`config.mk`:
```
export PLATFORM = sky130hd
export DESIGN_NAME = asic_readout_scheduler
export DESIGN_NICKNAME = d
export VERILOG_FILES = /design/src/rtl/asic_bridge_pkg.sv /design/src/rtl/channel_argmax.sv /design/src/rtl/asic_readout_scheduler.sv
export SDC_FILE = /design/constraint.sdc
export NUM_CORES = 1
export LEC_CHECK = 0
export BUFFER_PORTS_ARGS = -buffer_cell sky130_fd_sc_hd__buf_2
export CORE_MARGIN = 1.5
export CORE_UTILIZATION = 50
export CTS_CLUSTER_DIAMETER = 150
export CTS_CLUSTER_SIZE = 25
export DETAILED_ROUTE_END_ITERATION = 6
export GPL_TIMING_DRIVEN = 0
export PLACE_DENSITY = 0.72
export SYNTH_ARGS = -nofsm -noshare
export SYNTH_HDL_FRONTEND = slang
export SYNTH_SLANG_ARGS = --single-unit
```
`constraint.sdc`:
```
create_clock -name clk -period 6.2 [get_ports clk]
set_clock_uncertainty 0.15 [all_clocks]
set_input_delay 0.62 -clock clk [delete_from_list [all_inputs] [get_ports clk]]
set_output_delay 0.62 -clock clk [all_outputs]
set_load 0.01 [all_outputs]
```
`src/rtl/asic_bridge_pkg.sv`:
```
// Shared types and widths for the ASIC readout scheduler.
// Holds the sweep FSM state enum and datapath widths.
package asic_bridge_pkg;

   localparam int NUM_CH = 4;
   localparam int ADC_W  = 12;
   localparam int ACC_W  = 15;

   typedef enum logic [2:0] {
      IDLE,
      SETTLE,
      READ_REQ,
      READ_WAIT,
      STORE,
      COMPARE
   } state_t;

endpackage

```
`src/rtl/channel_argmax.sv`:
```
// Index of the largest of four ADC results.
// Ties resolve to the lowest channel index.
module channel_argmax
   import asic_bridge_pkg::*;
(
   input  logic [ADC_W-1:0] a0,
   input  logic [ADC_W-1:0] a1,
   input  logic [ADC_W-1:0] a2,
   input  logic [ADC_W-1:0] a3,
   output logic [1:0]       idx
);

   logic [ADC_W-1:0] best;

   // Strict greater-than keeps the earlier index on ties
   always_comb begin
      idx  = 2'd0;
      best = a0;
      if (a1 > best) begin
         idx  = 2'd1;
         best = a1;
      end
      if (a2 > best) begin
         idx  = 2'd2;
         best = a2;
      end
      if (a3 > best) begin
         idx  = 2'd3;
      end
   end

endmodule

```
`src/rtl/asic_readout_scheduler.sv`:
```
// Sequences settle / DRP read / average over four mux channels,
// then reports per-channel results and the strongest channel.
module asic_readout_scheduler
   import asic_bridge_pkg::*;
#(
   parameter int         DRDY_TIMEOUT = 255,
   parameter logic [6:0] VPVN_ADDR    = 7'h03
) (
   input  logic             clk,
   input  logic             rst,
   input  logic             start,
   input  logic             continuous,
   input  logic [15:0]      settle_cycles,
   input  logic [1:0]       avg_log2,
   output logic [6:0]       DADDR,
   output logic             DEN,
   output logic             DWE,
   output logic [15:0]      DI,
   input  logic             DRDY,
   input  logic [15:0]      DO,
   output logic [1:0]       mux_addr,
   output logic             busy,
   output logic             done,
   output logic             timeout_err,
   output logic [ADC_W-1:0] MEASURED_AUX0,
   output logic [ADC_W-1:0] MEASURED_AUX1,
   output logic [ADC_W-1:0] MEASURED_AUX2,
   output logic [ADC_W-1:0] MEASURED_AUX3,
   output logic [1:0]       network_output
);

   localparam int WT_W = $clog2(DRDY_TIMEOUT + 1);

   state_t            state, state_nx;
   logic [1:0]        ch;
   logic [15:0]       settle_q;
   logic [1:0]        avg_q;
   logic [15:0]       settle_cnt;
   logic [WT_W-1:0]   wait_cnt;
   logic [ACC_W-1:0]  acc;
   logic [3:0]        nsamp;
   logic [ADC_W-1:0]  aux [NUM_CH];
   logic [1:0]        best_idx;
   logic              go;
   logic              settle_done;
   logic              sample_last;
   logic              wait_expired;

   assign go           = start | continuous;
   assign settle_done  = (settle_q == 16'd0) ||
                         (settle_cnt == settle_q - 16'd1);
   assign sample_last  = (nsamp + 4'd1) == (4'd1 << avg_q);
   assign wait_expired = wait_cnt == WT_W'(DRDY_TIMEOUT - 1);

   channel_argmax u_argmax (
      .a0  (aux[0]),
      .a1  (aux[1]),
      .a2  (aux[2]),
      .a3  (aux[3]),
      .idx (best_idx)
   );

   // State register
   always_ff @(posedge clk) begin
      if (rst) state <= IDLE;
      else     state <= state_nx;
   end

   // Next-state logic
   always_comb begin
      state_nx = state;
      unique case (state)
         IDLE:      if (go) state_nx = SETTLE;
         SETTLE:    if (settle_done) state_nx = READ_REQ;
         READ_REQ:  state_nx = READ_WAIT;
         READ_WAIT: begin
            if (DRDY)
               state_nx = sample_last ? STORE : READ_REQ;
            else if (wait_expired)
               state_nx = IDLE;
         end
         STORE:     state_nx = (ch == 2'd3) ? COMPARE : SETTLE;
         COMPARE:   state_nx = continuous ? SETTLE : IDLE;
         default:   state_nx = IDLE;
      endcase
   end

   // Outputs decoded from the current state
   always_comb begin
      DEN   = (state == READ_REQ);
      DADDR = DEN ? VPVN_ADDR : 7'd0;
      DWE   = 1'b0;
      DI    = 16'd0;
      busy  = (state != IDLE);
      done  = (state == COMPARE);
   end

   // Sweep datapath: channel, counters, accumulator, results
   always_ff @(posedge clk) begin
      if (rst) begin
         ch             <= 2'd0;
         mux_addr       <= 2'd0;
         settle_q       <= 16'd0;
         avg_q          <= 2'd0;
         settle_cnt     <= 16'd0;
         wait_cnt       <= '0;
         acc            <= '0;
         nsamp          <= 4'd0;
         timeout_err    <= 1'b0;
         network_output <= 2'd0;
         for (int i = 0; i < NUM_CH; i++) aux[i] <= '0;
      end else begin
         settle_cnt <= (state == SETTLE) ? settle_cnt + 16'd1 : 16'd0;
         unique case (state)
            IDLE: begin
               if (go) begin
                  ch          <= 2'd0;
                  mux_addr    <= 2'd0;
                  timeout_err <= 1'b0;
                  settle_q    <= settle_cycles;
                  avg_q       <= avg_log2;
               end
            end
            SETTLE: begin
               acc   <= '0;
               nsamp <= 4'd0;
            end
            READ_REQ: wait_cnt <= '0;
            READ_WAIT: begin
               if (DRDY) begin
                  acc   <= acc + ACC_W'(DO >> 4);
                  nsamp <= nsamp + 4'd1;
               end else begin
                  wait_cnt <= wait_cnt + 1'b1;
                  if (wait_expired) timeout_err <= 1'b1;
               end
            end
            STORE: begin
               aux[ch] <= ADC_W'(acc >> avg_q);
               if (ch != 2'd3) begin
                  ch       <= ch + 2'd1;
                  mux_addr <= ch + 2'd1;
               end
            end
            COMPARE: begin
               network_output <= best_idx;
               if (continuous) begin
                  ch       <= 2'd0;
                  mux_addr <= 2'd0;
                  settle_q <= settle_cycles;
                  avg_q    <= avg_log2;
               end
            end
            default: ;
         endcase
      end
   end

   assign MEASURED_AUX0 = aux[0];
   assign MEASURED_AUX1 = aux[1];
   assign MEASURED_AUX2 = aux[2];
   assign MEASURED_AUX3 = aux[3];

endmodule
```
After elaboration in Yosys (flattened, before gate mapping) --
Memories as Yosys holds them, arrays and structs flattened. Cells that the tools add are included.
Cells by class: $add $sub $neg 6, $lt $le $gt $ge 3, eq/ne operators 18, shift-type cells 2, muxes and demuxes 42, bitwise gates (word level) 2, reduce and logical (&&, ||, !) cells 17
Operators by type and width (number):
- greater-than comparator 12 bit | 3
- 2-to-1 mux 12 bit | 3
- 2-to-1 mux 16 bit | 2
- case mux 16 bit (2 select lines) | 1
- case mux 15 bit (2 select lines) | 1
- 2-to-1 mux 2 bit | 9
- 2-to-1 mux 3 bit | 6
- case mux 3 bit (6 select lines) | 1
- adder 16 x 1 -> 16 bit (second input constant) | 1
- == test 16 bit | 1
- logical NOT 16 bit | 1
- != test 2 bit (second input constant) | 8
- case mux 8 bit (2 select lines) | 1
- subtractor 16 x 1 -> 16 bit (second input constant) | 1
- adder 15 x 12 -> 15 bit | 1
- 2-to-1 mux 15 bit | 1
- >> shifter 15 x 2 -> 12 bit | 1
- OR reduction 12 bit | 1
- 2-to-1 mux 1 bit | 11
- adder 8 x 1 -> 8 bit (second input constant) | 1
- == test 8 bit (second input constant) | 1
- 2-to-1 mux 8 bit | 1
- case mux 4 bit (2 select lines) | 1
- AND reduction 4 bit | 2
- other kinds (22) | 30
Storage, ports and cells: register bits after elaboration 69, memory bits (writable) 48, input port bits 39, output and inout bits 80, logic and storage cells 101, memories kept 1
Memory list:
- aux | words 4, bits a word 12, read ports 4, clocked after memory_dff 0, wr ports 4, RTL line asic_readout_scheduler.sv:42 | logic [ADC_W-1:0] aux [NUM_CH];

Logic depth before layout (Yosys ltp) --
Gate-level depths: netlist (run 1). An unclocked memory read counts as a cell.
word-level depth 7, mapped depth 23, gate-level depth less buffers 21

Modules after synthesis --
From an unflattened synthesis (run 1), not the netlist that was laid out.
Second synthesis, totals: cell total of the unflattened synthesis 762, area total of the unflattened synthesis 7214.4 µm²
Modules (own cells, without submodules):
- asic_readout_scheduler | times used 1, cells an instance 624, area an instance 6052.1 µm², seq. area each 2822.7 µm²
- channel_argmax | times used 1, cells an instance 138, area an instance 1162.4 µm², seq. area each 0.0 µm²

Worst setup path before layout (run 1) --
Ideal clock, no wire load.
kind flip-flop to flip-flop, from memory aux[1][1], to register network_output[1], library setup time 0.131 ns, arrival time 5.051 ns, data required time 5.919 ns, slack 0.868 ns, stages on the path, launching flop included 23, period minus slack after synthesis 5.332 ns, cells stage by stage edfxtp_1 -> ha_1 -> nor2b_1 -> o211ai_1 -> a211o_1 -> a21oi_1 -> buf_2 -> mux2i_1 -> ha_1 -> nor2b_1 -> o21a_1 -> o21a_1 -> o21a_1 -> o31ai_1 -> buf_2 -> mux2_2 -> ha_1 -> a21o_1 -> a21o_1 -> a21oi_1 -> nor2_1 -> o31ai_1 -> a211oi_1
RTL lines:
- start: declaration | RTL line asic_readout_scheduler.sv:42
- end signal: assignment | RTL line asic_readout_scheduler.sv:146 | network_output <= best_idx;
- end: declaration | RTL line asic_readout_scheduler.sv:29 | output logic [1:0] network_output

==> impl_results.md, run 1 <==
* Most numerous cell in the Yosys netlist: nor2_1
* CP arrival at just under 6 ns
* Syn avg cell area at 9.23 sq um
* Routed length on met3 at 815 um
* Drt first pass iters at 5
* Top sig layer: met4
* CTS tree: yes
* Crit. Startpoint: aux[1][1]
* First-pass GRT wire length at about 28000 um
* Hold Crit Start: settle_cycles[0]
* First DRT Iteration DRCs at 338
* Final slew viol count at 0
* Global Route Usage Sum at 0.221
* Unique masters post-synth at 73
* Final std cells w/o fill at 1154
* Fin crit period at 5.84 ns
* Clk buf depth at 2
* Core Util, Final at 0.614
* Clk sink count at 117
* Worst Path Buf+Inv at 2
* CP max stage delay at approximately 0.42 ns
* Top post-synthesis cells by area: edfxtp_1 19%, dfxtp_1 18%, ha_1 8.9%
* CP required at 6.31 ns
* Clock Power Share at 0.438
* CP endpoint kind: flip-flop
* N_diodes at 0
* Count of final setup violators at 0
* Total Power at 0.00236 W
* Reg2reg start: aux[1][1]
* Crit-path cells: ha_1, nor2b_1, o211ai_1, a211o_1, a21oi_1, clkbuf_4, mux2i_1, ha_1, nor2b_1, o21a_1, o21a_1, o21a_1, o31ai_4, clkbuf_4, mux2_2, ha_1, a21o_1, a21o_1, a21oi_1, nor2_1, o31ai_1, a211oi_1
* Routed length on met1 at 7620 um
* Final wirelength at 17300 um
* Drt wl/cell at 15.0 um
* DIE WIDTH at 127 um
* Fin Setup TNS at 0 ns
* Max Clock Freq at 0.171 GHz
* Fin. Hold Viols at 0
* CTS Hold Bufs at 0
* Full die area at between 15000 and 20000 sq um
* Fin nets at 1051
* Final WS setup at ~0.36 ns
* MaxCap Viol Count at 0
* Synth top cells by count: 121 x nor2_1, 69 x dfxtp_1, 55 x inv_1
* Slew margin rel. at 0.400
* Via count at 6369
* Power Density at 261 nW/um^2
* Layout overhead on the synthesized area at 18.4%
* Vias in the first global route at 5910
* Crit-path slowest cell: o31ai_4
* DRC violations left at 0
* ANT nets after route at 0
* Detailed Place HPWL at 13400 um
* Status: completed
* I/O pin count at 119
* IO Port Bufs at 91
* Vias per inst at roughly 5.5
* Async SR Flop Fraction at 0
* CP Max Fanout at 10
* Startpoint types: flip-flop
* Final global-route overflow total at 0
* Leakage at 3.85 nW
* Pre-CTS WS at -0.0453 ns
* Final Cycle Share at 0.942
* EDFF count, synth at 48
* Yosys warnings at 0
* #FFs+latches synth at 117
* Core area at 14700 sq um
* Yosys top cell area share at 0.189
* Gate Count Post-Synth at 826
* Worst-path clk slew at 0.05 ns
* Yosys top cell by area: edfxtp_1
* Gate power share at 0.195
* Peak supply drop at 0.000214 V
* Worst-Margin Slew at 0.889 ns
* Internal at 0.00174 W
* Worst hold path class: in -> reg
* Die Y at 127 um
* Delay-heaviest family, CP: compound AO/OA/AOI/OAI gates
* Rows at 44
* Layout cells sized above 1 at 0.197
* Largest net degree at the start of global routing at 17
* Synth Flop Type: dfxtp_1
* GPL Wtd Cong at 0.900
* NetSw at between 0.0006 and 0.0007 W
* Mapped Area at 7630 sq um
* CTS Buf Count at 17
* Flop pwr share at 0.367
* Seq/Total Area, Yosys at 0.370
* H-tree depth at 4
* Cells after DPL at 1122
* Switch share at 0.262
* Initial antenna violation count at 0
* Initial core utilization at 0.519
* CP Class: reg -> reg
* Met2 WL at 8600 um
* Clk root buf: clkbuf_16
* Later-pin clock latency in the skew report at ~0.42 ns
-- power by group through the flow --
stage                     clock network, W  logic (W)  registers (W)
final                              0.00103   0.000459       0.000867
after global routing               0.00108   0.000511       0.000871
after CTS                          0.00105   0.000458       0.000866
after detailed placement                 0   0.000455       0.000881
after global placement                   0   0.000447       0.000881
after floorplan                          0   0.000347       0.000877
-- cells in the final DEF (no fill, tap or decap), types with 8 or more instances in the layout --
master     netlist  layout
nor2_1         121     121
buf_2            3      92
dfxtp_1         69      69
inv_1           55      55
ha_1            54      54
edfxtp_1        48      48
nand2_1         46      46
clkbuf_1        30      33
mux2i_1         33      33
a21oi_1         27      27
buf_4           26      26
o21ai_0         25      25
conb_1           1      22
xnor2_1         21      21
nor3_1          20      20
xor2_1          20      20
nand3_1         18      18
clkbuf_16        0      17
nand4_1         16      16
mux2_2          14      14
a21o_1          12      12
mux4_2          12      12
or3_1           12      12
nor2b_1         11      11
nand2b_1         9       9
o21a_1           9       9
nor4_1           9       9
o31ai_1          9       8
-- logic make-up (layout without fill, tap and decap cells) --
family / count (synthesis) / in the layout / share of synthesized area
DFF: 117 / 117 / 0.370
other: 1 / 22 / 0.000492
and+or+nand+nor: 301 / 301 / 0.197
buffers and inverters: 118 / 241 / 0.0724
xor gates and xnor gates: 41 / 41 / 0.0471
adders and majority gates: 55 / 55 / 0.0912
AOI/OAI and AO/OA: 134 / 134 / 0.123
muxes: 59 / 59 / 0.0994
-- routing by layer --
| layer | vias up | track usage |
|---|---|---|
| met1 | 2978 | 0.273 |
| met5 | - | 0 |
| met3 | 19 | 0.0418 |
| met4 | 0 | 0.0703 |
| met2 | 178 | 0.391 |
| li1 | 3194 | - |
-- final cells by class --
cell class                      count  area, sq um
Buffer                             63          350
Clock inverter                     12          186
Sequential cell                   117         2820
Timing Repair Buffer               91          455
Fill cell                        1291         5670
Inverter                           55          206
Tap cell                          184          230
Multi-Input combinational cell    612         4340
Clock buffer                       20          437
-- worst reg2reg max path, delay by kind of cell (launching register included) --
| family | cells | cell delay [ns] |
|---|---|---|
| buf+inv | 2 | 0.65 |
| flops | 1 | 0.41 |
| compound gates | 12 | 2.60 |
| simple gates | 3 | 0.33 |
| fa+ha+maj | 3 | 0.90 |
| mux | 2 | 0.66 |
-- registers in the layout, summed over array words and instances, names as in the netlist --
register and flops:
settle_cnt 16, nsamp 4, avg_q 2, acc 15, wait_cnt 8, state 3, timeout_err 1, ch 2
aux 48, network_output 2, settle_q 16
-- per-stage QoR --
step / hold WS [ns] / area [sq um]
floorplan: 0.293 / 7700
global placement: 0.312 / 8390
detailed placement: 0.331 / 8390
CTS: 0.277 / 9020
global route: 0.289 / 9030
finish: 0.285 / 9030
-- worst paths after layout --
path	endpoint	slack, ns	cells after the start
setup / recovery	network_output[1]	0.36	22
hold / removal	settle_q[0]	0.29	3
setup reg to reg	network_output[1]	0.36	22
hold reg to reg	wait_cnt[7]	0.34	2
-- timing repair --
item,CTS,global route
buffers inserted,0,0
gates resized for setup,1,3
cloned,0,0
setup endpoints to repair,1,2
Power figures use the tool's default switching activity.
==> run 2: changes to the inputs <==
--- a/config.mk
+++ b/config.mk
@@ -6,6 +6,8 @@
 export NUM_CORES = 1
 export LEC_CHECK = 0
 export BUFFER_PORTS_ARGS = -buffer_cell sky130_fd_sc_hd__buf_2
+export CAP_MARGIN = 20
+export CORE_ASPECT_RATIO = 1.75
 export CORE_MARGIN = 1.5
 export CORE_UTILIZATION = 50
 export CTS_CLUSTER_DIAMETER = 150
==> run 2 against run 1 <==
Effect of this change:
- utilization fell by 0.83 points
- wire length grew 9.3%
- flip-flop and latch count did not move
- cell area about the same
- via count increased by 1.2%
- sequential power about the same
- die area grew 0.18%
- setup slack got worse by 0.096 ns
- global-route usage grew 2.3 points
- cell count did not move
- sequential share of layout area is essentially flat
- total power is 0.14% higher
- highest routed layer unchanged
==> impl_results.md, run 2 (synthesis gave the netlist of run 1 again) <==
* Status: completed
* Global Route Usage Sum at 0.244 (+0.0229)
* CP Max Fanout at 10 (unchanged)
* IO Port Bufs at 91 (unchanged)
* Slew margin rel. at 0.448 (+0.0479)
* Vias in the first global route at 6281 (+6.3%)
* Startpoint types: flip-flop
* Largest net degree at the start of global routing at 17 (unchanged)
* DIE WIDTH at 96.4 um (-24%)
* CP required at 6.31 ns (about the same)
* CTS Buf Count at 17 (unchanged)
* Fin crit period at 5.94 ns (+0.0963 ns)
* Commonest non-fill, non-tap cell in the layout: nor2_1
* Core area at 14900 sq um (+1.4%)
* First-pass GRT wire length at 30200 um (+7.3%)
* Initial core utilization at 0.511 (-0.00740)
* Later-pin clock latency in the skew report at 0.40 ns (-0.02 ns)
* Final wirelength at 18900 um (+9.3%)
* Count of final setup violators at 0 (unchanged)
* ANT nets after route at 0 (unchanged)
* FF-to-FF setup slack at 0.26 ns (-0.10 ns)
* Final slew viol count at 0 (unchanged)
* Drt first pass iters at 5 (unchanged)
* First DRT Iteration DRCs at 303 (-10%)
* Power Density at 261 nW/um^2 (about the same)
* Detailed Place HPWL at 14800 um (+10%)
* Fin nets at 1051 (unchanged)
* Top reg by flops: aux
* Top flop regs: aux (48), settle_cnt (16), settle_q (16)
* CP endpoint kind: flip-flop
* Initial antenna violation count at 1 (+1)
* Worst-path clk slew at 0.05 ns (about the same)
* Total Power at 0.00236 W (+0.14%)
* Most frequent cells in the layout: 121 x nor2_1, 92 x buf_2, 69 x dfxtp_1
* Drt wl/cell at 16.4 um (+9.3%)
* CTS tree: yes
* Leakage at 3.85 nW (about the same)
* Clk buf depth at 2 (unchanged)
* CTS Hold Bufs at 0 (unchanged)
* CP Class: reg -> reg
* Final Hold Slack at 0.298 ns (+0.0133 ns)
* Layout cells sized above 1 at 0.201 (+0.00412)
* Clk sink count at 117 (unchanged)
* Via count at 6447 (+1.2%)
* Post-CTS setup buffer count at 0 (unchanged)
* Rows at 59 (+34%)
* Final global-route overflow total at 0 (unchanged)
* Vias per inst at 5.59 (+1.2%)
* CP arrival at 6.05 ns (+0.09 ns)
* GPL Wtd Cong at 0.858 (-4.7%)
* DRC violations left at 0 (unchanged)
* RSZ-0062 raised after global routing: no
* Fin. Hold Viols at 0 (unchanged)
* Worst hold path class: in -> reg
* Final Cycle Share at 0.958 (+0.0155)
* Clk root buf: clkbuf_16
* Layout overhead on the synthesized area at 18.5% (about the same)
* Fin Setup TNS at 0 ns (unchanged)
* Die Y at 166 um (+32%)
* H-tree depth at 4 (unchanged)
* I/O pin count at 119 (unchanged)
* Max Clock Freq at 0.168 GHz (-1.6%)
* MaxCap Viol Count at 0 (unchanged)
* Max FFs per register at 48 (unchanged)
* Peak supply drop at 0.000234 V (+9.1%)
* Full die area at 16000 sq um (+0.18%)
* Worst-Margin Slew at 0.818 ns (-0.0709 ns)
-- run 2: cell type report --
| type | count | area [sq um] |
|---|---|---|
| diodes | 1 | 2.50 |
| plain buffers | 63 | 350 |
| clock buffers | 23 | 468 |
| clock inverters | 9 | 151 |
| fillers | 1300 | 5870 |
| inverters | 55 | 206 |
| multi-input cells | 612 | 4350 |
| flip-flops and latches | 117 | 2820 |
| well taps | 183 | 229 |
| repair buffers | 91 | 455 |
-- run 2: path summary, 6_finish.rpt --
check	start	end	cells after the start
worst max-delay path	aux[1][7]	network_output[1]	22
worst min-delay path	settle_cycles[0]	settle_q[0]	3
worst max register to register	aux[1][7]	network_output[1]	22
worst min register to register	acc[14]	acc[14]	2
-- run 2: critical path, cell delays in order (launching register included) --
cell and delay (ns):
edfxtp_1 0.46, ha_1 0.35, a21oi_1 0.16, o21ai_1 0.14, a221oi_1 0.45, a21oi_2 0.16, buf_4 0.23, mux2i_1 0.24
ha_1 0.28, nor2b_1 0.13, o21a_1 0.16, o21a_1 0.16, o21a_1 0.21, o31ai_4 0.44, clkbuf_4 0.34, mux2_2 0.36
ha_1 0.30, a21o_1 0.16, a21o_1 0.17, a21oi_1 0.23, nor2_1 0.14, o31ai_2 0.27, a211oi_1 0.11
-- run 2: report_power, final --
group	leakage (nW)	total, W	internal (W)	switching (W)
Clock	0.291	0.00103	0.000692	0.000334
Combinational	2.50	0.000470	0.000204	0.000266
Sequential	1.06	0.000867	0.000832	0.0000355
-- run 2: layer usage --
| metal | wire [um] | vias to the layer above | track usage |
|---|---|---|---|
| met5 | 0 | - | 0 |
| met4 | 837 | 0 | 0.129 |
| met2 | 10600 | 190 | 0.463 |
| met3 | 720 | 54 | 0.0389 |
| met1 | 6770 | 3021 | 0.240 |
| li1 | - | 3182 | - |
-- run 2: what timing repair did --
action / CTS / global route
pin swaps: 0 / 1
endpoints found under the setup margin: 2 / 2
cloned: 0 / 0
hold endpoints to repair: 0 / 0
gates resized for setup: 3 / 4
-- run 2: stage by stage --
stage | utilization | instances | setup WS, ns | cell area [sq um]
floorplan | - | 847 | 0.868 | 7700
global placement | 0.563 | 1121 | -0.471 | 8390
detailed placement | 0.563 | 1121 | -0.471 | 8390
CTS | 0.605 | 1153 | 0.0747 | 9020
global route | 0.606 | 1153 | 0.00576 | 9040
finish | 0.606 | 1154 | 0.261 | 9040
==> run 3: changes to the inputs <==
--- a/config.mk
+++ b/config.mk
@@ -14,7 +14,7 @@
 export CTS_CLUSTER_SIZE = 25
 export DETAILED_ROUTE_END_ITERATION = 6
 export GPL_TIMING_DRIVEN = 0
-export PLACE_DENSITY = 0.72
+export PLACE_DENSITY_LB_ADDON = 0.3
 export SYNTH_ARGS = -nofsm -noshare
 export SYNTH_HDL_FRONTEND = slang
 export SYNTH_SLANG_ARGS = --single-unit
==> run 3 against run 2 <==
Effect of this change:
- critical path depth is the same
- count of clock-buffer cells in the layout shrank 4
- hold slack lost 0.0082 ns
- wire length shrank 0.40%
- via count is essentially flat
- cell area is essentially flat
- flip-flop and latch count is the same
- largest power group unchanged
- highest routed layer unchanged
- total power shrank 0.12%
- non-clock buffer count grew 2
- clock power is essentially flat
- first-iteration DRC count shrank 4.0%
==> impl_results.md, run 3 (synthesis gave the netlist of run 1 again) <==
* Max Clock Freq at 0.169 GHz (+0.16%)
* Global Route Usage Sum at 0.244 (+0.000304)
* Peak supply drop at 0.000199 V (-15%)
* Drt wl/cell at 16.3 um (-0.48%)
* IO Port Bufs at 91 (unchanged)
* Cells after DPL at 1121 (unchanged)
* Final Cycle Share at 0.956 (-0.00151)
* Worst hold path class: in -> reg
* Detailed Place HPWL at 14700 um (-1.0%)
* Worst-Margin Slew at 0.927 ns (+0.108 ns)
* Die Y at 166 um (unchanged)
* Final wirelength at 18800 um (-0.40%)
* DRC violations left at 0 (unchanged)
* Internal at 0.00171 W (-1.2%)
* Leakage at 3.86 nW (+0.15%)
* # fillers at 1348 (+3.7%)
* CTS tree: yes
* CP Class: reg -> reg
* Fin crit period at 5.93 ns (-0.00933 ns)
* Hold Crit Start: settle_cycles[0]
* Area of the multi-input gates at 4350 sq um (-0.11%)
* Full die area at 16000 sq um (unchanged)
* Final std cells w/o fill at 1155 (+0.087%)
* Layout cells sized above 1 at 0.204 (+0.00267)
* Via count at 6445 (-0.031%)
* Dpl cell area at 8390 sq um (unchanged)
* CTS Hold Bufs at 0 (unchanged)
* Initial antenna violation count at 1 (unchanged)
* Flop pwr share at 0.367 (about the same)
* Core area at 14900 sq um (unchanged)
* CP arrival at 6.04 ns (about the same)
* Power Density at 261 nW/um^2 (-0.16%)
* Final Instance Area at 9040 sq um (about the same)
* N_diodes at 0 (-1)
* I/O pin count at 119 (unchanged)
* Startpoint types: flip-flop
* Clk sink count at 117 (unchanged)
* Vias per inst at 5.58 (-0.12%)
* Clk root buf: clkbuf_16
* Final slew viol count at 0 (unchanged)
* Layout overhead on the synthesized area at 18.6% (about the same)
* Clock Power Share at 0.433 (about the same)
* Rows at 59 (unchanged)
* CP endpoint kind: flip-flop
* NetSw at 0.000652 W (+2.7%)
* Worst-path clk slew at 0.06 ns (about the same)
* Drt first pass iters at 7 (+2)
* Register area at 2820 sq um (unchanged)
* Later-pin clock latency in the skew report at 0.42 ns (+0.02 ns)
* Top flop regs: aux (48), settle_cnt (16), settle_q (16)
* MaxCap Viol Count at 0 (unchanged)
* Crit. Startpoint: aux[1][7]
* Clk buf depth at 2 (unchanged)
* H-tree depth at 4 (unchanged)
* First DRT Iteration DRCs at 291 (-4.0%)
* Initial core utilization at 0.511 (unchanged)
* Commonest non-fill, non-tap cell in the layout: nor2_1
* Fin nets at 1053 (+0.19%)
* Gate power share at 0.200 (about the same)
* Slew margin rel. at 0.374 (-0.0732)
* DIE WIDTH at 96.4 um (unchanged)
* Status: completed
* Count of final setup violators at 0 (unchanged)
* CP Max Fanout at 10 (unchanged)
* First-pass GRT wire length at 30000 um (-0.82%)
* RSZ-0062 raised after global routing: no
* Core Util, Final at 0.606 (about the same)
* ANT nets after route at 0 (unchanged)
* Top reg by flops: aux
* Switch share at 0.276 (+0.00758)
* Reg2reg start: aux[1][7]
* Final global-route overflow total at 0 (unchanged)
* Vias in the first global route at 6302 (+0.33%)
* Most frequent cells in the layout: 121 x nor2_1, 92 x buf_2, 69 x dfxtp_1
* Fin. Hold Viols at 0 (unchanged)
* GPL Wtd Cong at 0.864 (+0.75%)
* CP required at 6.31 ns (about the same)
* Max FFs per register at 48 (unchanged)
* Largest net degree at the start of global routing at 17 (unchanged)
* CTS Buf Count at 17 (unchanged)
run 3: changes by cell type in the layout (fill, tap and decap cells not counted), moves of 2 or more:
cell | previous run | this run
clkbuf_8 | 2 | 0
clkbuf_1 | 34 | 32
buf_4 | 27 | 29
clkinv_4 | 0 | 3
run 3: final timing paths:
path | endpoint | slack (ns) | cells past startpoint
max | network_output[1] | 0.27 | 22
min | settle_q[0] | 0.29 | 3
max reg2reg | network_output[1] | 0.27 | 22
min reg2reg | acc[14] | 0.33 | 2
run 3: what timing repair did:
action | CTS | global route
hold endpoints to repair | 0 | 0
endpoints found under the setup margin | 2 | 2
pin swaps | 0 | 1
cloned | 0 | 0
resized for setup | 3 | 2
setup buffers | 0 | 2
run 3: layer usage:
metal	wire length, um	global-route usage	part of all wire
met1	6800	0.236	0.36
met2	10700	0.470	0.57
met3	640	0.0389	0.034
met4	628	0.125	0.033
met5	0	0	0
run 3: worst max-delay path, stage by stage, from the launching register on:
cell and delay (ns):
edfxtp_1 0.44, ha_1 0.35, nand2_1 0.05, o21ai_0 0.37, a221oi_1 0.21, a21oi_2 0.25, buf_4 0.27, mux2i_1 0.32
ha_1 0.29, nor2b_1 0.13, o21a_1 0.16, o21a_1 0.16, o21a_1 0.21, o31ai_4 0.33, clkbuf_4 0.31, mux2_2 0.35
ha_1 0.29, a21o_1 0.16, a21o_1 0.16, a21oi_1 0.27, nor2_1 0.12, o31ai_1 0.30, a211oi_1 0.12
run 3: power groups by stage:
stage,Sequential (W),Clock (W),Combinational (W)
after CTS,0.000866,0.00104,0.000469
after floorplan,0.000877,0,0.000347
after global placement,0.000881,0,0.000456
after global routing,0.000870,0.00107,0.000523
final,0.000866,0.00102,0.000472
after detailed placement,0.000882,0,0.000464
run 3: through the flow:
step                hold slack, ns  total power [W]  setup TNS (ns)  worst slack (ns)
floorplan                    0.293          0.00122               0             0.868
global placement             0.315          0.00134          -0.899            -0.482
detailed placement           0.322          0.00135           -1.03            -0.546
CTS                          0.283          0.00237               0            0.0686
global route                 0.304          0.00246               0            0.0261
finish                       0.290          0.00236               0             0.270
run 3: layout make-up:
| class | instances | share of cell area |
|---|---|---|
| Inverter | 55 | 0.0228 |
| Clock buffer | 19 | 0.0479 |
| Multi-Input combinational cell | 612 | 0.481 |
| Tap cell | 183 | 0.0253 |
| Clock inverter | 13 | 0.0202 |
| Sequential cell | 117 | 0.312 |
| Timing Repair Buffer | 93 | 0.0520 |
| Buffer | 63 | 0.0387 |
